===== config.mk =====
export PLATFORM = sky130hd
export DESIGN_NAME = param_cpu
export DESIGN_NICKNAME = d
export VERILOG_FILES = /design/src/rtl/param_cpu_pkg.sv /design/src/rtl/param_cpu_alu.sv /design/src/rtl/param_cpu.sv
export SDC_FILE = /design/constraint.sdc
export NUM_CORES = 1
export LEC_CHECK = 0
export CAP_MARGIN = 30
export CORE_ASPECT_RATIO = 1.1
export CORE_UTILIZATION = 40
export DETAILED_ROUTE_END_ITERATION = 10
export GPL_TIMING_DRIVEN = 0
export MAX_ROUTING_LAYER = met4
export PLACE_DENSITY = 0.52
export SLEW_MARGIN = 40
export SYNTH_ARGS = -nofsm -noshare
export SYNTH_HDL_FRONTEND = slang
export SYNTH_SLANG_ARGS = --single-unit

===== constraint.sdc =====
create_clock -name clk -period 4.6 [get_ports clk]
set_clock_uncertainty 0.15 [all_clocks]
set_input_delay 0.69 -clock clk [delete_from_list [all_inputs] [get_ports clk]]
set_output_delay 0.69 -clock clk [all_outputs]
set_load 0.02 [all_outputs]

===== src/rtl/param_cpu_pkg.sv =====
// Shared opcodes, FSM state encoding and width helpers for param_cpu and its ALU.
// PARAM_CPU_CARRY_EN enables the carry flag and the JC opcode.
package param_cpu_pkg;

`ifdef PARAM_CPU_CARRY_EN
  localparam bit CARRY_EN = 1'b1;
`else
  localparam bit CARRY_EN = 1'b0;
`endif

  localparam logic [3:0] OP_NOP  = 4'h0;
  localparam logic [3:0] OP_LDI  = 4'h1;
  localparam logic [3:0] OP_ADD  = 4'h2;
  localparam logic [3:0] OP_SUB  = 4'h3;
  localparam logic [3:0] OP_AND  = 4'h4;
  localparam logic [3:0] OP_OR   = 4'h5;
  localparam logic [3:0] OP_MOV  = 4'h6;
  localparam logic [3:0] OP_JMP  = 4'h7;
  localparam logic [3:0] OP_JZ   = 4'h8;
  localparam logic [3:0] OP_JC   = 4'h9;
  localparam logic [3:0] OP_HALT = 4'hF;

  typedef enum logic [1:0] {
    S_HALT   = 2'd0,
    S_FETCH  = 2'd1,
    S_DECODE = 2'd2,
    S_EXEC   = 2'd3
  } state_e;

  // Instruction layout is [opcode(4) | rd | rs | imm(DATA_W)].
  function automatic int instr_w(input int data_w, input int ra_w);
    return 4 + 2 * ra_w + data_w;
  endfunction

  function automatic logic op_legal(input logic [3:0] op);
    case (op)
      OP_NOP, OP_LDI, OP_ADD, OP_SUB, OP_AND, OP_OR,
      OP_MOV, OP_JMP, OP_JZ, OP_HALT: return 1'b1;
      OP_JC:                          return CARRY_EN;
      default:                        return 1'b0;
    endcase
  endfunction

  // Opcodes that write rd and update zero_flag.
  function automatic logic op_writes_reg(input logic [3:0] op);
    case (op)
      OP_LDI, OP_ADD, OP_SUB, OP_AND, OP_OR, OP_MOV: return 1'b1;
      default:                                       return 1'b0;
    endcase
  endfunction

endpackage


===== src/rtl/param_cpu_alu.sv =====
// Combinational ALU: LDI/MOV pass operand b through, ADD/SUB report carry/borrow.
module param_cpu_alu
  import param_cpu_pkg::*;
#(
  parameter int DATA_W = 8
) (
  input  logic [3:0]        op,
  input  logic [DATA_W-1:0] a,
  input  logic [DATA_W-1:0] b,
  output logic [DATA_W-1:0] result,
  output logic              zero,
  output logic              carry
);

  logic [DATA_W:0] sum;
  logic [DATA_W:0] diff;

  // Zero-extended so the top bit is the carry-out (ADD) or borrow (SUB).
  assign sum  = {1'b0, a} + {1'b0, b};
  assign diff = {1'b0, a} - {1'b0, b};

  always_comb begin
    result = a;
    carry  = 1'b0;
    case (op)
      OP_LDI: result = b;
      OP_ADD: begin
        result = sum[DATA_W-1:0];
        carry  = sum[DATA_W];
      end
      OP_SUB: begin
        result = diff[DATA_W-1:0];
        carry  = diff[DATA_W];
      end
      OP_AND: result = a & b;
      OP_OR:  result = a | b;
      OP_MOV: result = b;
      default: result = a;
    endcase
  end

  assign zero = (result == '0);

endmodule


===== src/rtl/param_cpu.sv =====
// Three-cycle multicycle CPU (FETCH/DECODE/EXECUTE) with HALT-mode programming port.
// Define PARAM_CPU_CARRY_EN to enable carry_flag and the JC opcode.
module param_cpu
  import param_cpu_pkg::*;
#(
  parameter  int DATA_W     = 8,
  parameter  int NUM_REGS   = 4,
  parameter  int IMEM_DEPTH = 16,
  localparam int PC_W       = $clog2(IMEM_DEPTH),
  localparam int RA_W       = $clog2(NUM_REGS),
  localparam int INSTR_W    = instr_w(DATA_W, RA_W)
) (
  input  logic               clk,
  input  logic               rst,
  input  logic               start,
  input  logic               prog_we,
  input  logic [PC_W-1:0]    prog_addr,
  input  logic [INSTR_W-1:0] prog_data,
  input  logic [RA_W-1:0]    dbg_sel,
  output logic [DATA_W-1:0]  dbg_data,
  output logic [PC_W-1:0]    pc,
  output logic [INSTR_W-1:0] instruction,
  output logic               halted,
  output logic               zero_flag,
  output logic               carry_flag,
  output logic               illegal
);

  state_e state_q, state_d;

  logic [INSTR_W-1:0] imem [IMEM_DEPTH];
  logic [DATA_W-1:0]  regs [NUM_REGS];

  logic [3:0]        opcode;
  logic [RA_W-1:0]   rd_f, rs_f;
  logic [DATA_W-1:0] imm_f;

  logic [3:0]        op_p1;
  logic [RA_W-1:0]   rd_p1;
  logic [DATA_W-1:0] a_p1, b_p1;
  logic [PC_W-1:0]   jmp_p1;

  logic [DATA_W-1:0] alu_result;
  logic              alu_zero, alu_carry;
  logic [PC_W-1:0]   pc_inc;

  assign opcode = instruction[INSTR_W-1 -: 4];
  assign rd_f   = instruction[INSTR_W-5 -: RA_W];
  assign rs_f   = instruction[DATA_W +: RA_W];
  assign imm_f  = instruction[DATA_W-1:0];
  assign pc_inc = pc + PC_W'(1);

  assign halted   = (state_q == S_HALT);
  assign illegal  = (state_q == S_EXEC) && !op_legal(op_p1);
  assign dbg_data = regs[dbg_sel];

  // Control FSM
  always_ff @(posedge clk or posedge rst) begin
    if (rst) state_q <= S_HALT;
    else     state_q <= state_d;
  end

  always_comb begin
    state_d = state_q;
    case (state_q)
      S_HALT:   if (start) state_d = S_FETCH;
      S_FETCH:  state_d = S_DECODE;
      S_DECODE: state_d = S_EXEC;
      S_EXEC:   state_d = (op_p1 == OP_HALT) ? S_HALT : S_FETCH;
      default:  state_d = S_HALT;
    endcase
  end

  // Program port; imem is deliberately untouched by rst.
  always_ff @(posedge clk) begin
    if (prog_we && (state_q == S_HALT)) imem[prog_addr] <= prog_data;
  end

  // DECODE -> p1: operand latches (data only, no reset needed)
  always_ff @(posedge clk) begin
    if (state_q == S_DECODE) begin
      op_p1  <= opcode;
      rd_p1  <= rd_f;
      a_p1   <= regs[rd_f];
      b_p1   <= (opcode == OP_LDI) ? imm_f : regs[rs_f];
      jmp_p1 <= imm_f[PC_W-1:0];
    end
  end

  param_cpu_alu #(.DATA_W(DATA_W)) u_alu (
    .op     (op_p1),
    .a      (a_p1),
    .b      (b_p1),
    .result (alu_result),
    .zero   (alu_zero),
    .carry  (alu_carry)
  );

`ifdef PARAM_CPU_CARRY_EN
  logic carry_q;
  assign carry_flag = carry_q;
`else
  logic unused_alu_carry;
  assign unused_alu_carry = alu_carry;
  assign carry_flag = 1'b0;
`endif

  // FETCH / EXECUTE: architectural state, cleared by rst so an aborted EXECUTE writes nothing
  always_ff @(posedge clk or posedge rst) begin
    if (rst) begin
      pc          <= '0;
      instruction <= '0;
      zero_flag   <= 1'b0;
`ifdef PARAM_CPU_CARRY_EN
      carry_q     <= 1'b0;
`endif
      for (int i = 0; i < NUM_REGS; i++) regs[i] <= '0;
    end else begin
      case (state_q)
        S_HALT:  if (start) pc <= '0;
        S_FETCH: instruction <= imem[pc];
        S_EXEC: begin
          pc <= pc_inc;
          if (op_writes_reg(op_p1)) begin
            regs[rd_p1] <= alu_result;
            zero_flag   <= alu_zero;
          end
`ifdef PARAM_CPU_CARRY_EN
          if ((op_p1 == OP_ADD) || (op_p1 == OP_SUB)) carry_q <= alu_carry;
          if ((op_p1 == OP_JC) && carry_q) pc <= jmp_p1;
`endif
          // Later assignments override the default increment.
          case (op_p1)
            OP_JMP:  pc <= jmp_p1;
            OP_JZ:   if (zero_flag) pc <= jmp_p1;
            OP_HALT: pc <= pc;
            default: ;
          endcase
        end
        default: ;
      endcase
    end
  end

endmodule


Yosys cells after proc, flatten, opt, wreduce, memory -nomap -nowiden
Memory sizes are Yosys's and may differ from the RTL's. A register that Yosys moved wholly into a read port is not among the register bits.
Index checks and enable logic that the tools add are counted.

storage, ports and cells
  word-level logic and storage cells = 80
  bits in writable memories = 256
  bits in read-only memories = 16
  register bits after elaboration = 65
  memories = 2
  output and inout port bits = 32
  input port bits = 26

memories
  memory           words  width  rd ports  clocked after Yosys merged registers in  write ports  line                 RTL
  imem             16     16     1         1                                        1            param_cpu.sv:31      logic [INSTR_W-1:0] imem [IMEM_DEPTH];
  (no name shown)  16     1      1         1                                        0            param_cpu_pkg.sv:36  case (op)

cells by class
  order comparisons = 5
  equality and inequality tests = 15
  reduce and logical (&&, ||, !) cells = 11
  add/subtract/negate cells = 3
  multiplexer cells = 26
  bitwise logic cells = 6

operators by type and width
  kind                                                 count
  two-way mux 8 bit                                    8
  binary-select mux 8 bit (select 2 bit)               3
  one-hot mux 8 bit (5 select lines)                   1
  bitwise mux 32 bit                                   1
  demux 8 bit (select 2 bit)                           1
  equality test 4 x 3 -> 1 bit, second input constant  4
  >= comparator 3 bit, second input constant           4
  two-way mux 4 bit                                    3
  inverter 2 -> 3 bit                                  4
  one-hot mux 4 bit (3 select lines)                   1
  adder 8 bit                                          1
  AND 8 bit                                            1
  equality test 4 x 1 -> 1 bit, second input constant  2
  equality test 4 x 2 -> 1 bit, second input constant  2
  equality test 4 bit, second input constant           2
  zero test 8 bit                                      1
  bitwise OR 8 bit                                     1
  one-hot mux 2 bit (4 select lines)                   1
  one-hot mux 4 bit (2 select lines)                   1
  subtractor 8 bit                                     1
  OR reduction 6 bit                                   1
  two-way mux 1 bit                                    5
  adder 4 x 1 -> 4 bit, second input constant          1
  equality test 2 bit, second input constant           2
  11 further kinds                                     14

Longest topological paths before layout
  depth in word-level cells = 6
  depth in mapped cells = 13

By module
A second synthesis with hierarchy kept.

second synthesis, totals
  cell total of the unflattened synthesis = 896
  area, all modules = 14959.3 µm²

by module, submodules not included
  module         instances  sequential area each (µm²)  area an instance (µm²)  cells each
  param_cpu      1          9864.5                      13628.1                 714
  param_cpu_alu  1          0.0                         1331.3                  182

Worst setup path before layout
No wires, ideal clock.

  path type = register to register
  start point = reg state_q[0]
  end point = mem imem[0][0] (netlist bit) (enable)
  stages on the path, launching flop included = 6
  data arrival time = 2.449 ns
  clock period less this slack = 3.008 ns
  path slack = 1.592 ns
  path buffers = 0
  cells stage by stage = dfrtp_1 > inv_1 > ha_1 > nand2_1 > or3_1 > nor3_1

on the way
  word-level cells in the longest chain between the ends = 4

ends and longest elaborated chain
  item                                     line             RTL
  from (decl)                              param_cpu.sv:29  state_e state_q, state_d;
  from (signal assigned)                   param_cpu.sv:60  else state_q <= state_d;
  zero test 2 bit                          --
  via halted                               param_cpu.sv:23  output logic halted,
  logical AND 1 bit                        param_cpu.sv:76  if (prog_we && (state_q == S_HALT)) imem[prog_addr] <= prog_data;
  two-way mux 1 bit                        param_cpu.sv:76
  two-way mux 1 bit (not written as such)  param_cpu.sv:76
  to (decl)                                param_cpu.sv:31

The timed path passes the listed nets, and every way through them passes these cells.

Worst setup path after layout
  start point = reg op_p1[3]
  end point = reg zero_flag

on the way
  word-level cells in the longest chain between the ends = 5
  elaborated cells on any way between the ends = 13
  those cells by class = 6 x eq/ne; 3 x mux; 4 x reduce/logical

ends and longest elaborated chain
  item                                                  line                                      RTL
  from (decl)                                           param_cpu.sv:38                           logic [3:0] op_p1;
  from (signal assigned)                                param_cpu.sv:82                           op_p1 <= opcode;
  equality test 4 x 1 -> 1 bit (tied with other cells)  param_cpu_pkg.sv:46, param_cpu_alu.sv:25
  OR reduction 6 bit                                    param_cpu_pkg.sv:46                       case (op)
  two-way mux 1 bit                                     param_cpu_pkg.sv:46
  two-way mux 1 bit                                     param_cpu.sv:119                          case (state_q)
  AND reduction 2 bit (no source line)                  --
  to (signal assigned)                                  param_cpu.sv:126                          zero_flag <= alu_zero;
  to (decl)                                             param_cpu.sv:24                           output logic zero_flag,

Several ways; a longest one is shown, not always the timed one. The select of a mux whose other input is x is not followed.
A chain may end at the register's enable or synchronous reset.

==> results_dict.tcl <==
set metrics [dict create \
    cts_tree "yes" \
    cts-hold-fix-buffers 0 \
    core_mm2 0.0353 \
    postCtsSetupBuffers 0 \
    cts_resized 0 \
    stdcell_count 1393 \
    peakVddDrop_mv 0.293 \
    ant_nets 0 \
    worst-setup-path-type "register to register" \
    gp_congestion 0.861 \
    drt_iter0_drc 652 \
    layout_common_cells "edfxtp_1 (282), mux4_2 (104), dfrtp_1 (55)" \
    finalCritPeriodShare_pct 75.9 \
    final_max_slew_viol_count 0 \
    leakagePower_nw 5.75 \
    placed_area_mm2 0.0160 \
    finalSetupViolCount 0 \
    fin_tns_setup_ns 0 \
    mostFrequentLayoutCell "edfxtp_1" \
    finalPower_mw 11.1 \
    die_h_um 201 \
    track_usage_pct 21.1 \
    postSynthNetCount 809 \
    period_minus_slack_ns 3.49 \
    synthArstFlopShare_pct 16.3 \
    worstReg2RegStart "op_p1[3]" \
    die_area_mm2 0.0367 \
    stdcell_area_mm2 0.0172 \
    synth.avg_cell_area_um2 18.7 \
    ys_seq_area_share_pct 68.6 \
    post-place-ws_ns 1.09 \
    dr_total_vias 7770 \
    clk-insertion-delay-late_ns 0.53 \
    syn-instance-count 767 \
    ios 58 \
    nNetsFinal 929 \
    final_core_util_pct 48.8 \
    worst-slew-pin-transition_ns 0.826 \
    rows 72 \
    critPathLaunch "op_p1[3]" \
    outcome "completed" \
    start_util_pct 40.7 \
    power_density_mw_per_mm2 646 \
    rsz0062_at_grt "no" \
    wire_per_inst_um 25.6 \
    min_path_type "input pin to async pin" \
    synth_edf_count 282 \
    ctsHtreeMaxLevel 2 \
    cts_made_buffers 38 \
    ctsRootBufferMaster "clkbuf_16" \
    via_per_inst 5.58 \
    required_ns 4.87 \
    ys_top_cells_by_area "edfxtp_1 (59%), mux4_2 (16%), dfrtp_1 (9.6%)" \
    grt_max_degree 38 \
    die_x_um 183 \
    synth_area_mm2 0.0144 \
    area_delta_synth_final_pct 19.8 \
    yosys_warnings 0 \
    worstPathArrival_ns 3.76 \
    drv_cap 0 \
    grt_pass1_vias 8188 \
    setup_slack_ns 1.11 \
    start_kind "register" \
    clock_sinks 338 \
    dp_cells 1328 \
    io_buffer_count 54 \
    hpwl_mm 25.2 \
    drive_gt1_share_pct 30.4 \
    cts_max_path_buffers 3 \
    synth_top_area_cell "edfxtp_1" \
    firstDrtPassIters 5 \
    grt.overflow.total 0 \
    ys.flop_type "edfxtp_1" \
    crit_fanout 7 \
    yosysTopAreaCellShare_pct 58.9 \
    drcViolationCount 0 \
    cts.clk_slew.worst_paths_ns 0.06 \
    antenna_found_initial 1 \
    hold_violations 0 \
    worst_hold_slack_ns 0.304 \
    slew_headroom_pct 44.9 \
    ys_ff_latch 338 \
    ys_types 51 \
    grt_pass1_wl_mm 53.7 \
    drt-total-wl_mm 35.7 \
    fmax_mhz 286 \
    worstSetupEndpointType "register" \
]
-- flip-flops by register name (all words and copies together) (netlist names), named ones only --
register     flops
a_p1             8
b_p1             8
imem           256
instruction     16
jmp_p1           4
op_p1            4
pc               4
rd_p1            2
regs            32
state_q          2
zero_flag        1
-- report_power, final --
| part | internal [mW] | switching [mW] |
|---|---|---|
| Combinational | 1.84 | 2.07 |
| Sequential | 3.80 | 0.406 |
| Clock | 1.82 | 1.18 |
| Total | 7.46 | 3.66 |
-- cell families after synthesis --
| kind of cell | share of synthesized area [%] |
|---|---|
| flops | 68.6 |
| mux | 20.0 |
| simple gates | 3.66 |
| compound gates | 3.65 |
| buf+inv | 1.80 |
| fa+ha+maj | 1.45 |
| xor+xnor | 0.731 |
| other cells | 0.0261 |
-- cell type report --
class	instances	area, µm²
sequential	338	9860
buffer	41	209
fill	2955	18100
clock buffer	46	1070
inverter	16	62.6
timing repair buffer	80	858
tap	481	602
antenna	1	2.50
multi-input combinational	372	4370
clock inverter	18	175
-- path summary, 6_finish.rpt --
kind / slack, ns / cells past startpoint / endpoint
worst max-delay path: 1.11 / 10 / zero_flag
worst min-delay path: 0.30 / 2 / instruction[9]
worst max register to register: 1.11 / 10 / zero_flag
worst min register to register: 0.39 / 2 / regs[4]
max in group asynchronous: 3.51 / 3 / instruction[1]
min in group clk: 0.39 / 2 / regs[4]
-- cells in the mapped netlist (all sizes together), types with 2 or more instances --
cell and instances:
buf 17, a21oi 22, mux2i 2, nand4 2, nor4 3, a221oi 6, a21o 4, a31oi 7
ha 15, nand3 3, o211ai 2, o221ai 2, nor3 12, o22ai 3, clkbuf 24, o21a 3
mux4 104, o2bb2ai 2, dfrtp 55, nand2 23, nand3b 2, nand2b 4, or3 2, nor2b 7
nand4b 4, and3 2, inv 16, edfxtp 282, o21ai 30, xor2 3, nor2 36, a32o 2
xnor2 9, mux2 46
-- critical path, stage by stage (launching register included) --
cell and delay [ns]:
edfxtp_1 0.49, nor3_2 0.46, mux2_2 0.42, fa_1 0.41, nor2b_1 0.22, o31a_1 0.18, o22ai_1 0.10, xor2_1 0.16
a31oi_1 0.42, nor2_1 0.08, a32o_1 0.27
-- per-layer routing --
metal	vias up	GRT usage [%]	share of wire, %
met2	224	36.0	53
met1	4082	24.9	39
met5	-	-	0
met4	0	9.00	4.2
met3	87	2.94	3.8
li1	3377	-	-
Power figures use the tool's default switching activity.
